[src/rtl/arm_pipelined_multiply_unit.sv]
// -----------------------------------------------------------------------------
// arm_pipelined_multiply_unit
//
// Iterative shift-add multiplier for MUL/MLA in the Execute stage. One
// multiplier bit is consumed per RUN cycle. The unit stalls the pipeline
// through o_Busy while it works. It then presents the product, the {N,Z,C,V}
// flags and a {NZ write, CV write} strobe together with a one-cycle o_Done
// pulse.
//
// Optional feature (macro ARM_PIPELINED_MUL_EARLY_TERM_EN):
//   When this macro is defined, RUN ends after the step in which the shifted
//   multiplier becomes zero, so latency depends on the operand. When it is
//   undefined, RUN always lasts DATA_WIDTH cycles.
//
// Ports:
//   i_CLK, i_NRESET        clock (rising edge), async active-low reset
//   i_Start                MUL/MLA in Execute with condition passed (level)
//   i_Accumulate           1 = MLA (adds i_SrcAcc), 0 = MUL
//   i_Set_Flags            S bit
//   i_SrcA / i_SrcB        multiplicand (Rm) / multiplier (Rs)
//   i_SrcAcc               accumulate operand (Rn)
//   i_Flags_In             current NZCV; C and V are passed through
//   i_Flush                abort current operation
//   o_Busy                 stall request to hazard unit (combinational)
//   o_Done                 one-cycle completion pulse
//   o_Result               low DATA_WIDTH bits of the product (+ Rn)
//   o_Flags                {N, Z, C, V} of the completed operation
//   o_Flag_Write           {NZ write, CV write}; non-zero only with o_Done
// -----------------------------------------------------------------------------
module arm_pipelined_multiply_unit #(
    parameter int DATA_WIDTH = 32
) (
    input  logic                  i_CLK,
    input  logic                  i_NRESET,
    input  logic                  i_Start,
    input  logic                  i_Accumulate,
    input  logic                  i_Set_Flags,
    input  logic [DATA_WIDTH-1:0] i_SrcA,
    input  logic [DATA_WIDTH-1:0] i_SrcB,
    input  logic [DATA_WIDTH-1:0] i_SrcAcc,
    input  logic [3:0]            i_Flags_In,
    input  logic                  i_Flush,
    output logic                  o_Busy,
    output logic                  o_Done,
    output logic [DATA_WIDTH-1:0] o_Result,
    output logic [3:0]            o_Flags,
    output logic [1:0]            o_Flag_Write
);

    localparam int CW = $clog2(DATA_WIDTH) + 1;
    localparam logic [CW-1:0] LAST_COUNT = CW'(DATA_WIDTH - 1);

    typedef enum logic [1:0] {IDLE, RUN, DONE} state_t;

    state_t                state;
    logic [DATA_WIDTH-1:0] mcand;
    logic [DATA_WIDTH-1:0] mplier;
    logic [DATA_WIDTH-1:0] acc;
    logic [CW-1:0]         count;
    logic                  s_bit;
    logic [1:0]            cv;

    // Values after the current RUN step.
    logic [DATA_WIDTH-1:0] acc_step;
    logic [DATA_WIDTH-1:0] mcand_step;
    logic [DATA_WIDTH-1:0] mplier_step;
    logic                  last_step;

    assign acc_step    = mplier[0] ? acc + mcand : acc;
    assign mcand_step  = mcand << 1;
    assign mplier_step = mplier >> 1;

`ifdef ARM_PIPELINED_MUL_EARLY_TERM_EN
    // Once no multiplier bits remain, further steps cannot change acc.
    assign last_step = (count == LAST_COUNT) || (mplier_step == '0);
`else
    assign last_step = (count == LAST_COUNT);
`endif

    // The stall must be raised in the accept cycle itself, so this is
    // combinational. It is gated by reset so the hazard unit sees no stall
    // while the unit is held in reset.
    assign o_Busy = i_NRESET &
                    ((state == RUN) | ((state == IDLE) & i_Start & ~i_Flush));

    always_ff @(posedge i_CLK or negedge i_NRESET) begin
        if (!i_NRESET) begin
            state        <= IDLE;
            mcand        <= '0;
            mplier       <= '0;
            acc          <= '0;
            count        <= '0;
            s_bit        <= 1'b0;
            cv           <= 2'b00;
            o_Done       <= 1'b0;
            o_Result     <= '0;
            o_Flags      <= 4'b0000;
            o_Flag_Write <= 2'b00;
        end else begin
            // Pulse outputs. They are set only on the RUN->DONE transition.
            o_Done       <= 1'b0;
            o_Flag_Write <= 2'b00;
            if (i_Flush) begin
                // Abort: result and flags keep their previous values.
                state <= IDLE;
            end else begin
                case (state)
                    IDLE: begin
                        if (i_Start) begin
                            mcand  <= i_SrcA;
                            mplier <= i_SrcB;
                            acc    <= i_Accumulate ? i_SrcAcc : '0;
                            s_bit  <= i_Set_Flags;
                            cv     <= i_Flags_In[1:0];
                            count  <= '0;
                            state  <= RUN;
                        end
                    end
                    RUN: begin
                        acc    <= acc_step;
                        mcand  <= mcand_step;
                        mplier <= mplier_step;
                        count  <= count + CW'(1);
                        if (last_step) begin
                            state        <= DONE;
                            o_Done       <= 1'b1;
                            o_Result     <= acc_step;
                            o_Flags      <= {acc_step[DATA_WIDTH-1],
                                             (acc_step == '0), cv};
                            o_Flag_Write <= {s_bit, 1'b0};
                        end
                    end
                    // i_Start here belongs to the instruction that just
                    // finished, so it is ignored.
                    DONE:    state <= IDLE;
                    default: state <= IDLE;
                endcase
            end
        end
    end

endmodule

[config.mk]
export PLATFORM = sky130hd
export DESIGN_NAME = arm_pipelined_multiply_unit
export DESIGN_NICKNAME = d
export VERILOG_FILES = /design/src/rtl/arm_pipelined_multiply_unit.sv
export SDC_FILE = /design/constraint.sdc
export NUM_CORES = 1
export LEC_CHECK = 0
export CAP_MARGIN = 20
export CORE_MARGIN = 2
export CORE_UTILIZATION = 40
export CTS_CLUSTER_SIZE = 16
export DETAILED_ROUTE_END_ITERATION = 8
export GPL_ROUTABILITY_DRIVEN = 0
export PLACE_DENSITY = 0.65
export SYNTH_ARGS = -nofsm -noshare
export SYNTH_HDL_FRONTEND = slang
export SYNTH_SLANG_ARGS = --single-unit
[constraint.sdc]
create_clock -name i_CLK -period 3.2 [get_ports i_CLK]
set_input_delay 0.48 -clock i_CLK [delete_from_list [all_inputs] [get_ports i_CLK]]
set_output_delay 0.48 -clock i_CLK [all_outputs]
set_load 0.02 [all_outputs]
==> results <==
- The total power of the final layout is around 10 mW.
- In the post-route analysis, the smallest setup slack over all paths is about 0.067 ns.
- Row generation in the floorplan step produced 53 rows.
- For this design, the CTS-stage hold fixing added 0 buffers.
- The total power per unit cell area is between 800 and 900 mW/mm^2.
- Among all flip-flop cells after synthesis, the most frequent one is dfrtp_1.
- The library cells used most frequently in the layout, excluding fill and tap cells, are nand2_1, dfrtp_1, clkdlybuf4s50_1, nor2_1, a31oi_1.
- The run finished with clean final reports.
- OpenSTA, run right after detailed placement, puts the worst setup slack at -0.155 ns.
- Once layout is complete, the cells apart from fillers number roughly 1500.
- The area of all sequential standard cells is between 0.003 and 0.004 sq mm.
- In this run the worst hold path is classified as in2async.
- The first detailed-routing pass ran for 5 iterations.
- For this run, the number of Yosys warnings is 0.
- The worst-skew pair later-pin latency is between 0.4 and 0.5 ns.
- For this run, the total global-route usage over all layers was measured as a little under a quarter.
- The HPWL after detailed placement is ~18000 um.
- The adder and majority cell fraction of the synthesized area is under 10%.
- The total of endpoints with negative setup slack in the final report is 0.
- The count of nets left with antenna violations once routing finished came out at 0.
- The first global-routing pass estimated ~42000 um of wire.
- TritonCTS created 17 clock buffers.
- The post-synthesis register bit count is between 100 and 150.
- STA classifies the critical path startpoint as a flip-flop.
- The portion of synthesized area spent on multiplexers is 1.44%.
- The die outline width is around 150 um.
- Dividing the detail-routed wire length by the instance count gives between 15 and 20 um.
- The final setup skew is approximately 0.014 ns.
- The worst slew margin relative to its limit is approximately 38%.
- The synthesized-area fraction occupied by ao, oa, aoi and oai cells is between 20% and 30%.
- The part of the cycle the worst path needs is 97.9%.
- The parity-gate share of the synthesized area counting xor and xnor cells is approximately 1.3%.
- In the routed layout, each cell is associated on average with a via count of approximately 5.6.
- For this block, the via count after detailed routing is between 8000 and 9000.
- The total DRC errors in the routed layout is 0.
- The max capacitance violation total is 0.
- The number of fillers in the final layout is between 1500 and 2000.
- Cells with a size suffix above 1 make up about 14% of the layout.
- The worst-case IR drop observed on VDD is 0.000457 V.
- The distinct cell type count after synthesis is between 70 and 80.
- The floorplan die height is 151 um.
- The max-slew violation count is 0.
- The register clock-pin slew on the reported worst setup and hold paths is approximately 0.070 ns.
- For this run, the share of the core covered by cells in the final layout is 54.9%.
- Setup repair after global routing could not meet its margin everywhere.
- The count of inserted antenna diode cells is 0.
- The total standard cell area after synthesis is between 0.008 and 0.009 sq mm.
- The number of antenna violations at the first check in global routing is 1.
- The slew of the pin with the lowest slew margin is approximately 0.92 ns.
- Summing the areas of all and, or, nand and nor instances in the mapped netlist gives between 20% and 30% of the synthesized area.
- After synthesis, the largest family of logic cells by area is simple AND/OR/NAND/NOR gates.
- The synthesized area per cell is slightly above 8 sq um.
- The arrival time at the worst endpoint is 3.50 ns.
- The maximum fanout along the worst path is 5.
- The reported leakage power is a little under 5 nW.
- The multi-input combinational cells in the finished layout cover a total of around 0.0050 sq mm.
- Sequential elements use between 40% and 50% of the synthesized area.
- The number of nets in the synthesized netlist is between 1000 and 1500.
- The count of buffers added on input and output ports is 142.
- The maximum number of pins on one net before global-route repair is ~150.
- Once placement completed, the tool counted placed cells totaling approximately 1500.
- The clock period minus final worst setup slack is around 3.1 ns.
- The core box area is 0.0212 sq mm.
- In this run, the number of DRC markers left after iteration 0 of detailed routing was ~670.
- The worst setup path is captured at a flip-flop.
- The remaining global-route overflow is 0.
- Timing would allow up to around 0.32 GHz.
- The CTS tree is built.
- During I/O placement, the number of pins put on the boundary was about 150.
- The via count of the first global-routing pass came to a little over 8000.
- The data required time of the worst path is about 3.6 ns.
- The clock passes through at most 2 buffers.
- The clock root buffer is clkbuf_16.
- The floorplan step defined a die boundary enclosing 0.0229 sq mm.
- The H-tree was split into 4 levels.
- The final net count is approximately 1400.
- The clock sink count is roughly 140.
- By startpoint and endpoint, the worst setup path is classified as reg2reg.
- In this run, synthesis inferred 0 flip-flops with an integrated enable.
- The final count of hold timing violations is 0.
- The cell count after synthesis came out at approximately 1100.
- The total negative setup slack is 0 ns.
- The most common cell after layout, fill and taps aside is nand2_1.
- The area growth from synthesis to layout is 33.9%.
- Wires add up to around 26000 um.
- The async set-reset flop share out of synthesis is between 90% and 100%.
- The effective utilization at floorplan is between 40% and 50%.
[cells by family (layout without fill, tap and decap cells)]
family	after synthesis	after routing
simple gates	486	486
mux	12	12
flops	144	144
xor+xnor	13	13
buf+inv	87	262
compound gates	300	300
fa+ha+maj	33	33
other cells	1	1
[where the power goes]
part	switching, mW	leakage [nW]	internal, mW	total (mW)
Clock	0.913	0.296	1.14	2.05
Combinational	3.13	2.92	2.51	5.65
Sequential	0.366	1.76	2.21	2.58
Total	4.41	4.97	5.86	10.3
[worst max-delay path: stages (launching register included)]
cell	delay [ns]
dfrtp_1	0.43
ha_1	0.40
nand2_1	0.15
nor2_1	0.28
a211oi_1	0.17
o32ai_1	0.40
nor3_1	0.15
a211oi_2	0.34
a211oi_1	0.08
a2111oi_0	0.44
nand4_1	0.14
nand2_1	0.09
[registers in the layout, summed over array words and instances (netlist names)]
signal and flops:
mcand 32, o_Flag_Write 1, state 2, o_Result 32
cv 2, o_Flags 3, acc 32, o_Done 1
count 6, s_bit 1, mplier 32
[stage by stage]
step / instance area [sq um] / hold WS [ns]
5_1_grt: 11600 / 0.245
3_5_place_dp: 10800 / 0.454
2_1_floorplan: 8680 / 0.184
4_1_cts: 11400 / 0.235
6_report: 11600 / 0.161
3_3_place_gp: 10800 / 0.450
[worst paths after layout]
path                                startpoint  cells after the start                endpoint  slack, ns
min in group i_CLK           cv[1]$_DFFE_PN0P_                      2  o_Flags[1]$_DFFE_PN0P_       0.46
max in group asynchronous             i_NRESET                      2    mcand[1]$_DFFE_PN0P_       2.39
max                        acc[14]$_DFFE_PN0P_                     11  o_Flags[2]$_DFFE_PN0P_       0.07
min                                   i_NRESET                      2   mplier[4]$_DFFE_PN0P_       0.16
min reg2reg                  cv[1]$_DFFE_PN0P_                      2  o_Flags[1]$_DFFE_PN0P_       0.46
max reg2reg                acc[14]$_DFFE_PN0P_                     11  o_Flags[2]$_DFFE_PN0P_       0.07
[routing by layer]
metal  GRT usage, %  vias to the layer above  share of wire (%)
li1               -                     4152                  -
met1           31.9                     4072                 46
met2           37.3                      236                 46
met3           6.81                       31                6.9
met4           5.75                        2                1.4
met5              0                        -              0.061
[cell type report]
| type | instances | area share [%] |
|---|---|---|
| clock buffer | 18 | 3.78 |
| clock inverter | 14 | 1.32 |
| inverter | 14 | 0.452 |
| multi-input combinational | 845 | 43.0 |
| sequential | 144 | 31.0 |
| tap | 275 | 2.96 |
| timing repair buffer | 216 | 17.5 |
[Yosys cell counts (6+ instances only)]
cell type	instances	area (sq um)
nor3_1	13	65.1
a21o_1	15	113
nor2_1	118	443
clkbuf_1	69	259
inv_1	13	48.8
a21oi_1	36	180
ha_1	32	400
nand2_1	258	968
a211oi_1	11	82.6
or3_1	6	37.5
o21ai_1	17	85.1
o21ai_0	51	255
nand4_1	9	56.3
and3_1	10	62.6
dfrtp_1	144	3600
o211ai_1	10	75.1
a31oi_1	92	576
o21a_1	16	120
nand3_1	28	140
nor2b_1	10	62.6
mux2i_1	8	80.1
xor2_1	9	78.8
[repair_timing]
action                     in CTS  in global routing
hold endpoints to repair        0                  0
resized for setup              10                 40
setup endpoints to repair       4                  7
buffers inserted                0                  4
pin swaps                       2                 16
Note: power is estimated with default switching activity, not from simulation.
